--- src/rtl/vga_timing_gen.sv ---
// VGA raster timing generator: free-running h/v counters decoded into registered
// sync, blanking and pixel coordinates, plus frame and divided game strobes.
`ifndef PIXEL_DISPLAY_BIT
`define PIXEL_DISPLAY_BIT 9
`endif

module vga_timing_gen #(
  parameter int H_ACTIVE = 640,
  parameter int H_FP     = 16,
  parameter int H_SYNC   = 96,
  parameter int H_BP     = 48,
  parameter int V_ACTIVE = 480,
  parameter int V_FP     = 10,
  parameter int V_SYNC   = 2,
  parameter int V_BP     = 33
) (
  input  logic                        clock_25,
  input  logic                        reset,
  input  logic [3:0]                  speed_div,
  output logic [`PIXEL_DISPLAY_BIT:0] X,
  output logic [`PIXEL_DISPLAY_BIT:0] Y,
  output logic                        display_enable,
  output logic                        hsync,
  output logic                        vsync,
  output logic                        frame_tick,
  output logic                        game_tick
);

  localparam int H_TOTAL = H_ACTIVE + H_FP + H_SYNC + H_BP;
  localparam int V_TOTAL = V_ACTIVE + V_FP + V_SYNC + V_BP;
  localparam int HW      = $clog2(H_TOTAL);
  localparam int VW      = $clog2(V_TOTAL);
  localparam int PW      = `PIXEL_DISPLAY_BIT + 1;

  localparam logic [HW-1:0] H_LAST     = HW'(H_TOTAL - 1);
  localparam logic [HW-1:0] H_VIS_END  = HW'(H_ACTIVE);
  localparam logic [HW-1:0] H_SYNC_BEG = HW'(H_ACTIVE + H_FP);
  localparam logic [HW-1:0] H_SYNC_END = HW'(H_ACTIVE + H_FP + H_SYNC);
  localparam logic [VW-1:0] V_LAST     = VW'(V_TOTAL - 1);
  localparam logic [VW-1:0] V_VIS_END  = VW'(V_ACTIVE);
  localparam logic [VW-1:0] V_SYNC_BEG = VW'(V_ACTIVE + V_FP);
  localparam logic [VW-1:0] V_SYNC_END = VW'(V_ACTIVE + V_FP + V_SYNC);

  logic [HW-1:0] r_h_count;
  logic [VW-1:0] r_v_count;
  logic [3:0]    r_frame_cnt;

  logic       w_h_last;
  logic       w_v_last;
  logic       w_frame;
  logic       w_de;
  logic       w_hsync_n;
  logic       w_vsync_n;
  logic [4:0] w_eff;
  logic       w_game;

  assign w_h_last  = (r_h_count == H_LAST);
  assign w_v_last  = (r_v_count == V_LAST);
  assign w_frame   = w_h_last && w_v_last;
  assign w_de      = (r_h_count < H_VIS_END) && (r_v_count < V_VIS_END);
  assign w_hsync_n = !((r_h_count >= H_SYNC_BEG) && (r_h_count < H_SYNC_END));
  assign w_vsync_n = !((r_v_count >= V_SYNC_BEG) && (r_v_count < V_SYNC_END));

  // A divider of 0 behaves as 1; ">=" (not "==") lets a lowered divider fire at once
  assign w_eff  = (speed_div == 4'd0) ? 5'd1 : {1'b0, speed_div};
  assign w_game = w_frame && ({1'b0, r_frame_cnt} >= (w_eff - 5'd1));

  always_ff @(posedge clock_25 or posedge reset) begin
    if (reset) begin
      r_h_count   <= '0;
      r_v_count   <= '0;
      r_frame_cnt <= '0;
    end else begin
      if (w_h_last) begin
        r_h_count <= '0;
        r_v_count <= w_v_last ? '0 : r_v_count + VW'(1);
      end else begin
        r_h_count <= r_h_count + HW'(1);
      end
      if (w_frame) begin
        r_frame_cnt <= w_game ? 4'd0 : r_frame_cnt + 4'd1;
      end
    end
  end

  // Output stage: everything below is the decode of the current counter state
  always_ff @(posedge clock_25 or posedge reset) begin
    if (reset) begin
      X              <= '0;
      Y              <= '0;
      display_enable <= 1'b0;
      hsync          <= 1'b1;
      vsync          <= 1'b1;
      frame_tick     <= 1'b0;
      game_tick      <= 1'b0;
    end else begin
      X              <= w_de ? PW'(r_h_count) : '0;
      Y              <= w_de ? PW'(r_v_count) : '0;
      display_enable <= w_de;
      hsync          <= w_hsync_n;
      vsync          <= w_vsync_n;
      frame_tick     <= w_frame;
      game_tick      <= w_game;
    end
  end

endmodule

--- config.mk ---
export PLATFORM = sky130hd
export DESIGN_NAME = vga_timing_gen
export DESIGN_NICKNAME = d
export VERILOG_FILES = /design/src/rtl/vga_timing_gen.sv
export SDC_FILE = /design/constraint.sdc
export NUM_CORES = 1
export LEC_CHECK = 0
export ABC_AREA = 1
export BUFFER_PORTS_ARGS = -buffer_cell sky130_fd_sc_hd__clkbuf_2
export CORE_ASPECT_RATIO = 1.4
export CORE_MARGIN = 5
export CORE_UTILIZATION = 55
export CTS_CLUSTER_DIAMETER = 60
export DETAILED_ROUTE_END_ITERATION = 6
export MAX_ROUTING_LAYER = met4
export PLACE_DENSITY = 0.76
export SETUP_SLACK_MARGIN = 0.1
export SLEW_MARGIN = 20
export SYNTH_ARGS = -nofsm -noshare
export SYNTH_HDL_FRONTEND = slang
export SYNTH_SLANG_ARGS = --single-unit
export TNS_END_PERCENT = 50
--- constraint.sdc ---
create_clock -name clock_25 -period 4.2 [get_ports clock_25]
set_input_delay 0.84 -clock clock_25 [delete_from_list [all_inputs] [get_ports clock_25]]
set_output_delay 0.84 -clock clock_25 [all_outputs]
set_load 0.05 [all_outputs]
== Word level (Yosys, flattened, before mapping) ==
Cells that the tools add are included.
W data, S select, Z words.

* Bits in registers: 49
* Bits in latches: 0
* Memory bits (writable): 0
* Memory bits (read-only): 0
* Input bits: 6
* Output and inout port bits: 25
* Logic and storage cells: 37
* Memories: 0

* Add/subtract/negate cells: 4
* $mul: 0
* Divide/modulo/power cells: 0
* Order comparisons: 7
* Eq/ne operators: 2
* Shift operators: 0
* Mux-type cells: 6
* Bitwise operators: 0
* Reductions and logical operators: 8

{| class="wikitable"
|+ Operators by type and width
! operator !! count
|-
| $mux W10 || 4
|-
| $add A10 B1 Y10 const B || 2
|-
| $eq A10 B10 Y1 const B || 2
|-
| $lt A10 B10 Y1 const B || 2
|-
| $lt A10 B9 Y1 const B || 2
|-
| $ge A10 B10 Y1 const B || 1
|-
| $ge A10 B9 Y1 const B || 1
|-
| $mux W4 || 2
|-
| $ge A4 B5 Y1 || 1
|-
| $logic_and A1 B1 Y1 || 5
|-
| $sub A4 B1 Y5 const B || 1
|-
| $add A4 B1 Y4 const B || 1
|-
| $logic_not A4 Y1 || 1
|-
| $logic_not A1 Y1 || 2
|}

== Logic depth before layout (Yosys ltp) ==
Gate-level depths: netlist of the first run.

* Depth in word-level cells: 6
* Mapped depth: 12
* Mapped depth without buffers: 12

== Least setup slack after synthesis of the first run ==
Ideal clock, no wire load.

* Path type: input-to-reg
* Start: input speed_div[3]
* End: register r_frame_cnt[3]
* Library setup time: 71 ps
* Data arrival time: 2156 ps
* Setup slack: 1973 ps
* Stages on the path: 12
* Path buffers: 0
* Cell sequence: nor2_1 a21oi_1 ha_1 xnor2_1 ha_1 nand2_1 nand2_1 a21oi_1 nand2_1 nand3_1 nand2_1 nor2_1

* Longest elaborated chain between the ends: 6

{| class="wikitable"
|+ RTL lines
! item !! line !! text
|-
| start: declaration || 19 || <nowiki>input logic [3:0] speed_div,</nowiki>
|-
| $logic_not A4 Y1 || 65 || <nowiki>assign w_eff = (speed_div == 4'd0) ? 5'd1 : {1'b0, speed_div};</nowiki>
|-
| $mux W4 (*) || 65 ||
|-
| $sub A4 B1 Y5 (*) || 66 || <nowiki>assign w_game = w_frame && ({1'b0, r_frame_cnt} >= (w_eff - 5'd1));</nowiki>
|-
| $ge A4 B5 Y1 (*) || 66 ||
|-
| $logic_and A1 B1 Y1 (*) || 66 ||
|-
| $mux W4 (*) || 81 || <nowiki>r_frame_cnt <= w_game ? 4'd0 : r_frame_cnt + 4'd1;</nowiki>
|-
| end signal: assignment || 81 ||
|-
| end: declaration || 46 || <nowiki>logic [3:0] r_frame_cnt;</nowiki>
|}

Every way passes the cells marked *; elsewhere a longest branch is shown, timed or not.
A chain may end at the register's enable or synchronous reset.

== Final worst setup path of the first run ==
* Start: input speed_div[2]
* End: register r_frame_cnt[3]

The elaborated chain is that of the path after synthesis.

==> summary.md, run 1 <==
| Metric | Value |
|---|---|
| Status | finished, final reports clean |
| Die W | 65.6 um |
| Top cell type by total area after synthesis | dfrtp_1 |
| Via count of the first global-routing pass | 1,797 |
| Max H-tree Level | 2 |
| Top Ports | 31 |
| CP Capture Type | register |
| CTS root buffer | clkbuf_8 |
| Routed WL | 4400 um |
| Hold_buf cts | 0 |
| Vias | 1,869 |
| Num CTS Buffers | 5 |
| Fin crit share | 0.532 |
| Primary FF master, synth | dfrtp_1 |
| Wire per inst | 12.3 um |
| Max-Cap Viols | 0 |
| WP data arrival | 2480 ps |
| Worst setup path class | in2reg |
| Cell variety after synth | 26 |
| Syn_area_per_cell | 8.60 um2 |
| # diodes | 0 |
| Final setup vio count | 0 |
| Crit start category | primary input |
| Hold Fails Final Rpt | 0 |
| DR iter-0 viols | 62 |
| Largest net degree at the start of global routing | 50 |
| Post-route ant nets | 0 |
| Int Pwr | 0.602 mW |
| Detailed Routing Iterations Pass 1 | 4 |
| Die footprint | 5770 um2 |
| Clock Latency Late Sink | 310 ps |
| Max Root-Sink Buffers | 2 |
| Unrepaired setup endpoints after global routing | no |
| Worst Skew | 5.96 ps |
| Placed insts | 351 |
| Pwr dens | 295 nW/um2 |
| Most numerous cell in the Yosys netlist | nand2_1 |
| Total negative slack | 0 ps |
| Psw | 0.188 mW |
| Core box area | 4200 um2 |
| Worst path required time | 4440 ps |
| Post-synth top area share | 0.493 |
| Share of layout cells above drive strength 1 | 0.204 |
| Hpwl dp | 3320 um |
| Clock power share | 0.363 |
| Syn Nets | 293 |
| Vias per inst | 5.21 |
| Clk pin slew, worst setup/hold paths | 100 ps |
| Maximum VDD drop | 0.000222 V |
| R2R Setup Slk | 2500 ps |
| First-pass GRT wire length | 7820 um |
| Post-synth EDFFs | 0 |
| GP Congestion | 0.911 |
| Port-buffer cells | 30 |
| Commonest cells post-synth | nand2_1 (53), dfrtp_1 (47), nor2_1 (44) |
| Reg power frac | 0.598 |
| CP max FO | 3 |
| CTS Sinks | 49 |
| Max-slew headroom | 0.473 |
| Row count | 28 |
| Worst min path class | reg2reg |
| Starting Density | 0.567 |
| Post-Synthesis Cells | 277 |
| Final min period | 2230 ps |
| Fmax | 447 MHz |
| Final Max Tran Viols | 0 |
| Post-Layout Cell Count | 359 |
| Synthesis-to-finish area growth | 12.4% |
| CTS resizes | 0 |
| Die outline height | 87.9 um |
| Total grt overflow | 0 |
| Filler cells | 354 |
| Slew @ Worst Pin | 789 ps |
| Net Sw Frac | 0.238 |
| Area contributors post-synth | dfrtp_1 (49%), nand2_1 (8.3%), nor2_1 (6.9%) |
| Synthesis Warnings | 0 |
| Combinational share of power | 0.039 |
| Share of flip-flops with an asynchronous set or reset | 1.00 |
| Fin util | 0.637 |
| Synth Register Bits | 49 |
| Initial antenna violation count | 0 |
| # nets final | 329 |
| Register area share after synthesis | 0.515 |
| Total track usage | 0.179 |
| # DRC | 0 |
| CTS tree | yes |
| Postcts setup bufs | 0 |
| Synthesized cell area | 2380 um2 |
| Leakage | 1.47 nW |
==> area by class of cell <==
type | instances | area, um2 | share of cell area
clock buffer | 5 | 68.8 | 0.0257
clock inverter | 3 | 26.3 | 0.00981
inverter | 42 | 159 | 0.0593
multi-input combinational | 185 | 990 | 0.369
sequential | 49 | 1230 | 0.459
tap | 45 | 56.3 | 0.0210
timing repair buffer | 30 | 150 | 0.0560
==> flip-flops by register name, summed over array words and instances, names as in the netlist <==
name            cells
X                  10
Y                  10
r_h_count          10
r_v_count          10
r_frame_cnt         4
display_enable      1
frame_tick          1
game_tick           1
hsync               1
vsync               1
==> per-stage QoR <==
step / setup slack (ps) / total power [mW] / hold WS, ps / area (um2)
detailed placement: 1690 / 0.512 / 481 / 2580
floorplan: 1970 / 0.504 / 454 / 2380
global route: 1770 / 0.824 / 530 / 2680
global placement: 1810 / 0.512 / 473 / 2580
CTS: 2020 / 0.799 / 495 / 2680
finish: 1970 / 0.790 / 501 / 2680
==> routing by layer <==
layer / share of wire / up-vias / track usage
li1: - / 944 / -
met1: 0.41 / 885 / 0.196
met2: 0.54 / 35 / 0.324
met3: 0.033 / 5 / 0.0321
met4: 0.014 / 0 / 0.0585
met5: 0 / - / -
==> cells by family after synthesis <==
family | Yosys count | synth area share
compound gates | 17 | 0.0367
xor+xnor | 7 | 0.0257
fa+ha+maj | 10 | 0.0525
buf+inv | 43 | 0.0693
flops | 49 | 0.515
other cells | 1 | 0.00157
simple gates | 150 | 0.299
==> critical path, stage by stage <==
cell,delay (ps)
clkbuf_2,100
nor2_1,120
a21oi_1,100
ha_1,210
xnor2_1,210
ha_1,300
nand2_1,80
nand2_1,60
a21oi_1,130
nand2_1,90
nand3_1,100
nand2_1,60
nor2_1,70
==> layout by cell type (no fill, tap or decap), drive strengths merged <==
master	instances
and3	2
dfstp	2
ha	10
dfrtp	47
nand3b	1
nor2	51
nand3	26
nand4	6
o31ai	1
nor3	7
clkinvlp	2
inv	42
o21ai	10
xor2	6
conb	1
clkbuf	35
nand2	57
clkinv	1
a21oi	6
xnor2	1
==> worst paths after layout <==
kind,cells past startpoint,startpoint,endpoint
max in group asynchronous,2,reset,game_tick
min in group asynchronous,2,reset,Y[9]
max,13,speed_div[2],r_frame_cnt[3]
min,1,r_h_count[8],r_h_count[8]
max reg2reg,9,r_v_count[0],r_frame_cnt[3]
min reg2reg,1,r_h_count[8],r_h_count[8]
==> power groups by stage <==
stage	sequential (mW)	combinational, mW	clock (mW)
4_1_cts	0.472	0.0312	0.295
2_1_floorplan	0.483	0.0208	0
3_5_place_dp	0.481	0.0312	0
3_3_place_gp	0.481	0.0302	0
6_report	0.472	0.0305	0.287
5_1_grt	0.472	0.0369	0.314
Note: power is estimated with default switching activity, not from simulation.
==> run 2: changes to the inputs <==
Settings changed: CORE_UTILIZATION 55 to 51, PLACE_DENSITY 0.76 to 0.75.
Clock period 4.2 ns to 1.9 ns, I/O delays scaled along.
==> summary.md, run 2 (same netlist as run 1, synthesis figures left out) <==
| Metric | Value |
|---|---|
| # DRC | 0 (unchanged) |
| CTS root buffer | clkbuf_8 |
| Hold Fails Final Rpt | 0 (unchanged) |
| Post-route ant nets | 0 (unchanged) |
| Commonest non-fill, non-tap cell in the layout | nand2_1 |
| Leakage | 1.51 nW (+3.0%) |
| Max-Cap Viols | 0 (unchanged) |
| Fmax | 593 MHz |
| Worst min path class | in2async |
| Crit-path max cell delay | 310 ps (about the same) |
| First-pass GRT wire length | 7780 um (-0.61%) |
| Vias per inst | 4.97 (-4.5%) |
| R2R Setup Slk | 300 ps (-2200 ps) |
| Worst Skew | 4.97 ps (-0.991 ps) |
| CP max stage cell | ha_1 |
| Row count | 29 (+3.6%) |
| Total track usage | 0.168 (-0.0116) |
| Total negative slack | 0 ps (unchanged) |
| CTS Sinks | 49 (unchanged) |
| Placed insts | 373 (+6.3%) |
| # nets final | 334 (+1.5%) |
| Worst setup path class | in2reg |
| Max H-tree Level | 2 (unchanged) |
| Commonest cells after routing, fill and taps aside | nand2_1 (53), dfrtp_1 (47), nor2_1 (43) |
| Fin util | 0.612 (-0.0251) |
| Worst reg2reg endpoint | r_v_count[4] |
| # diodes | 0 (unchanged) |
| WP data arrival | 1930 ps (-550 ps) |
| CP Capture Type | register |
| Core box area | 4540 um2 (+7.9%) |
| Largest net degree at the start of global routing | 30 (-40%) |
| Port-buffer cells | 30 (unchanged) |
| Clk pin slew, worst setup/hold paths | 90 ps (about the same) |
| Num CTS Buffers | 5 (unchanged) |
| Wire per inst | 11.9 um (-2.8%) |
| Via count of the first global-routing pass | 1,808 (+0.61%) |
| Fin crit share | 0.887 |
| Total grt overflow | 0 (unchanged) |
| DR iter-0 viols | 86 (+39%) |
| Max-slew headroom | 0.668 (+0.195) |
| Share of layout cells above drive strength 1 | 0.219 (+0.0156) |
| GP Congestion | 0.919 (+0.97%) |
| Die W | 67.8 um (+3.3%) |
| Synthesis-to-finish area growth | 16.5% |
| Clock Latency Late Sink | 300 ps (about the same) |
| Die footprint | 6160 um2 (+6.8%) |
| Worst path required time | 2140 ps (-2300 ps) |
| Pwr dens | 680 nW/um2 (+130%) |
| Final setup vio count | 0 (unchanged) |
| Initial antenna violation count | 0 (unchanged) |
| Hpwl dp | 3500 um (+5.6%) |
| Reg2Reg Depth | 8 (-1) |
| CTS tree | yes |
| Die outline height | 90.9 um (+3.4%) |
| WHS | 54.7 ps (-446 ps) |
| Worst-path cell chain | clkbuf_2, nor2_1, a21oi_1, ha_1, xnor2_1, ha_1, nand2_1, nand2_1, nand3_1, nand2_1, nor2_1, nand4_1, nand2_1 |
| Final min period | 1690 ps |
| Starting Density | 0.526 (-0.0414) |
| Crit path buf inv count | 1 (unchanged) |
| Max Root-Sink Buffers | 2 (unchanged) |
| Detailed Routing Iterations Pass 1 | 4 (unchanged) |
| Vias | 1,895 (+1.4%) |
| Unrepaired setup endpoints after global routing | no |
| Crit start category | primary input |
| CP top delay family | simple AND/OR/NAND/NOR gates |
| Final Max Tran Viols | 0 (unchanged) |
| Maximum VDD drop | 0.000315 V (+42%) |
| CP max FO | 3 (unchanged) |
| Pwr Total | 1.89 mW (+140%) |
| Routed WL | 4540 um (+3.1%) |
| Top Ports | 31 (unchanged) |
| Post-Layout Cell Count | 381 (+6.1%) |
| Slew @ Worst Pin | 495 ps (-295 ps) |
| RR Startpoint | r_v_count[1] |
| Status | finished, final reports clean |
| CP dominant cell by count | nand2_1 |
==> run 2: worst max path at each step <==
| stage | start | cells past startpoint | slack (ps) | to |
|---|---|---|---|---|
| 2_1_floorplan | speed_div[3] | 12 | 130 | r_frame_cnt[3] |
| 3_3_place_gp | speed_div[3] | 13 | -20 | r_frame_cnt[3] |
| 3_5_place_dp | speed_div[3] | 13 | -100 | r_frame_cnt[3] |
| 4_1_cts | r_v_count[1] | 8 | 200 | r_v_count[4] |
| 5_1_grt | speed_div[3] | 13 | 100 | r_frame_cnt[3] |
| 6_report | speed_div[3] | 13 | 210 | r_frame_cnt[1] |
==> run 2: worst reg2reg max path, stage by stage, from the launching register on <==
cell	delay [ps]
dfrtp_1	390
inv_1	160
ha_1	180
nand2_1	50
nor2_1	130
inv_1	70
nor2_2	210
nand2_2	110
and3_1	190
==> run 2: routing by layer <==
layer  global-route usage  wire (um)  vias to the layer above
met5                    -          0                        -
met4               0.0580         80                        0
met3               0.0374        156                        8
met2                0.292       2500                       31
met1                0.182       1800                      898
li1                     -          -                      958
==> run 2: final cells by class <==
class	count	area (um2)
fillers	392	1760
flip-flops and latches	49	1230
multi-input cells	185	992
clock inverters	2	37.5
clock buffers	6	82.6
inverters	42	158
repair buffers	35	200
well taps	62	77.6
==> run 2: timing repair <==
| action | CTS | global route |
|---|---|---|
| resized for setup | 0 | 1 |
| endpoints found under the setup margin | 0 | 4 |
| buffers inserted | 0 | 0 |
| hold buffers | 0 | 0 |
==> run 2: power by group <==
group	internal, mW	switching, mW
logic	0.0279	0.0493
registers	1.04	0.000258
clock network	0.428	0.339
total	1.50	0.389
==> run 2: metrics by stage <==
step | setup WS (ps) | cell area (um2)
floorplan | 133 | 2380
global placement | -16.2 | 2650
detailed placement | -98.5 | 2650
CTS | 199 | 2770
global route | 101 | 2780
finish | 214 | 2780
==> run 3: changes to the inputs <==
Settings changed: PLACE_DENSITY 0.75 to unset, PLACE_DENSITY_LB_ADDON set to 0.3.
==> summary.md, run 3 (same netlist as run 1, synthesis figures left out) <==
| Metric | Value |
|---|---|
| Crit-path max cell delay | 320 ps (about the same) |
| Top Ports | 31 (unchanged) |
| Final setup vio count | 0 (unchanged) |
| Worst setup path class | in2reg |
| Core box area | 4540 um2 (unchanged) |
| Leakage | 1.52 nW (+0.76%) |
| Max Root-Sink Buffers | 2 (unchanged) |
| Hold Fails Final Rpt | 0 (unchanged) |
| CP dominant cell by count | nand2_1 |
| Worst path required time | 2140 ps (about the same) |
| Max H-tree Level | 2 (unchanged) |
| CP max FO | 3 (unchanged) |
| Via count of the first global-routing pass | 1,976 (+9.3%) |
| Placed inst area | 2650 um2 (-0.19%) |
| CTS tree | yes |
| Commonest non-fill, non-tap cell in the layout | nand2_1 |
| Die outline height | 90.9 um (unchanged) |
| Total track usage | 0.180 (+0.0128) |
| Die W | 67.8 um (unchanged) |
| # nets final | 336 (+0.60%) |
| Worst min path class | in2async |
| Fmax | 570 MHz (-3.9%) |
| CTS Sinks | 49 (unchanged) |
| CP max stage cell | ha_1 |
| # DRC | 0 (unchanged) |
| Detailed Routing Iterations Pass 1 | 4 (unchanged) |
| Final Max Tran Viols | 0 (unchanged) |
| Clock Latency Late Sink | 300 ps (about the same) |
| Total grt overflow | 0 (unchanged) |
| Largest net degree at the start of global routing | 22 (-27%) |
| CP Capture Type | register |
| Port-buffer cells | 30 (unchanged) |
| Clk pin slew, worst setup/hold paths | 90 ps (about the same) |
| Initial antenna violation count | 0 (unchanged) |
| Worst Skew | 13.2 ps (+8.24 ps) |
| Status | finished, final reports clean |
| Hold_buf cts | 0 (unchanged) |
| CTS root buffer | clkbuf_8 |
| Synthesis-to-finish area growth | 17.3% |
| Maximum VDD drop | 0.000402 V (+28%) |
| Num CTS Buffers | 5 (unchanged) |
| Hpwl dp | 3550 um (+1.3%) |
| Final Cell Area | 2800 um2 (+0.72%) |
| Worst-path cell chain | clkbuf_2, nor2_4, a21oi_2, ha_2, xnor2_2, ha_1, nand2_1, nand2_1, nand3_1, nand2_1, nor2_1, nand4_1, nand2_1 |
| Vias per inst | 5.06 (+1.7%) |
| WHS | 46.8 ps (-7.93 ps) |
| Total negative slack | 0 ps (unchanged) |
| First-pass GRT wire length | 8460 um (+8.8%) |
| Die footprint | 6160 um2 (unchanged) |
| Post-route ant nets | 0 (unchanged) |
| DR iter-0 viols | 83 (-3.5%) |
| Commonest cells after routing, fill and taps aside | nand2_1 (53), dfrtp_1 (47), nor2_1 (42) |
| Max-Cap Viols | 0 (unchanged) |
| Routed WL | 4660 um (+2.8%) |
| Fin crit share | 0.924 (+0.0362) |
| Share of layout cells above drive strength 1 | 0.240 (+0.0204) |
| Final min period | 1750 ps (+68.7 ps) |
| Vias | 1,937 (+2.2%) |
| GP Congestion | 0.888 (-3.4%) |
| Wire per inst | 12.2 um (+2.3%) |
| Starting Density | 0.526 (unchanged) |
| Row count | 29 (unchanged) |
| Crit start category | primary input |
| # diodes | 0 (unchanged) |
| Filler cells | 409 (+4.3%) |
| WP data arrival | 1990 ps (+60 ps) |
| Pwr dens | 671 nW/um2 (-1.3%) |
| Unrepaired setup endpoints after global routing | no |
==> run 3: worst paths after layout <==
kind	to	slack, ps	startpoint	cells past startpoint
max reg2reg	r_frame_cnt[3]	250	r_h_count[0]	8
min	X[9]	50	reset	2
max	r_frame_cnt[0]	150	speed_div[3]	13
min in group clock_25	r_h_count[8]	500	r_h_count[8]	1
max in group asynchronous	vsync	1230	reset	3
min reg2reg	r_h_count[8]	500	r_h_count[8]	1
==> run 3: worst max-delay path: cells and delay by family <==
family,cells,cell delay (ps)
and+or+nand+nor,8,750
adders and majority gates,2,530
xor gates and xnor gates,1,130
buffers and inverters,1,110
AOI/OAI and AO/OA,1,80
==> run 3: power by group <==
group          total, mW  switching [mW]  internal [mW]
sequential          1.04        0.000209           1.04
combinational     0.0861          0.0549         0.0312
clock              0.747           0.352          0.395
total               1.88           0.407           1.47
==> run 3: stage by stage <==
step,cells,power (mW),worst slack [ps],utilization
finish,383,1.88,145,0.617
global route,383,1.95,57.6,0.617
CTS,382,1.88,149,0.609
detailed placement,374,1.14,-184,0.584
global placement,374,1.14,-19.8,0.584
floorplan,277,1.11,133,-
==> run 3: final cells by class <==
class	instances	area [um2]	share of cell area
Clock buffer	5	68.8	0.0246
Clock inverter	3	43.8	0.0157
Inverter	42	158	0.0564
Multi-Input combinational cell	185	1020	0.364
Sequential cell	49	1230	0.439
Tap cell	62	77.6	0.0277
Timing Repair Buffer	37	203	0.0725
==> run 3: per-layer routing <==
| metal | GRT usage | part of all wire | vias up |
|---|---|---|---|
| met3 | 0.0336 | 0.042 | 10 |
| met2 | 0.303 | 0.55 | 47 |
| li1 | - | - | 955 |
| met4 | 0.0763 | 0.022 | 0 |
| met1 | 0.205 | 0.39 | 925 |
| met5 | - | 0 | - |
==> run 3: timing repair <==
action,CTS,global route
buffers inserted,0,1
gates resized for setup,0,7
endpoints found under the setup margin,0,6
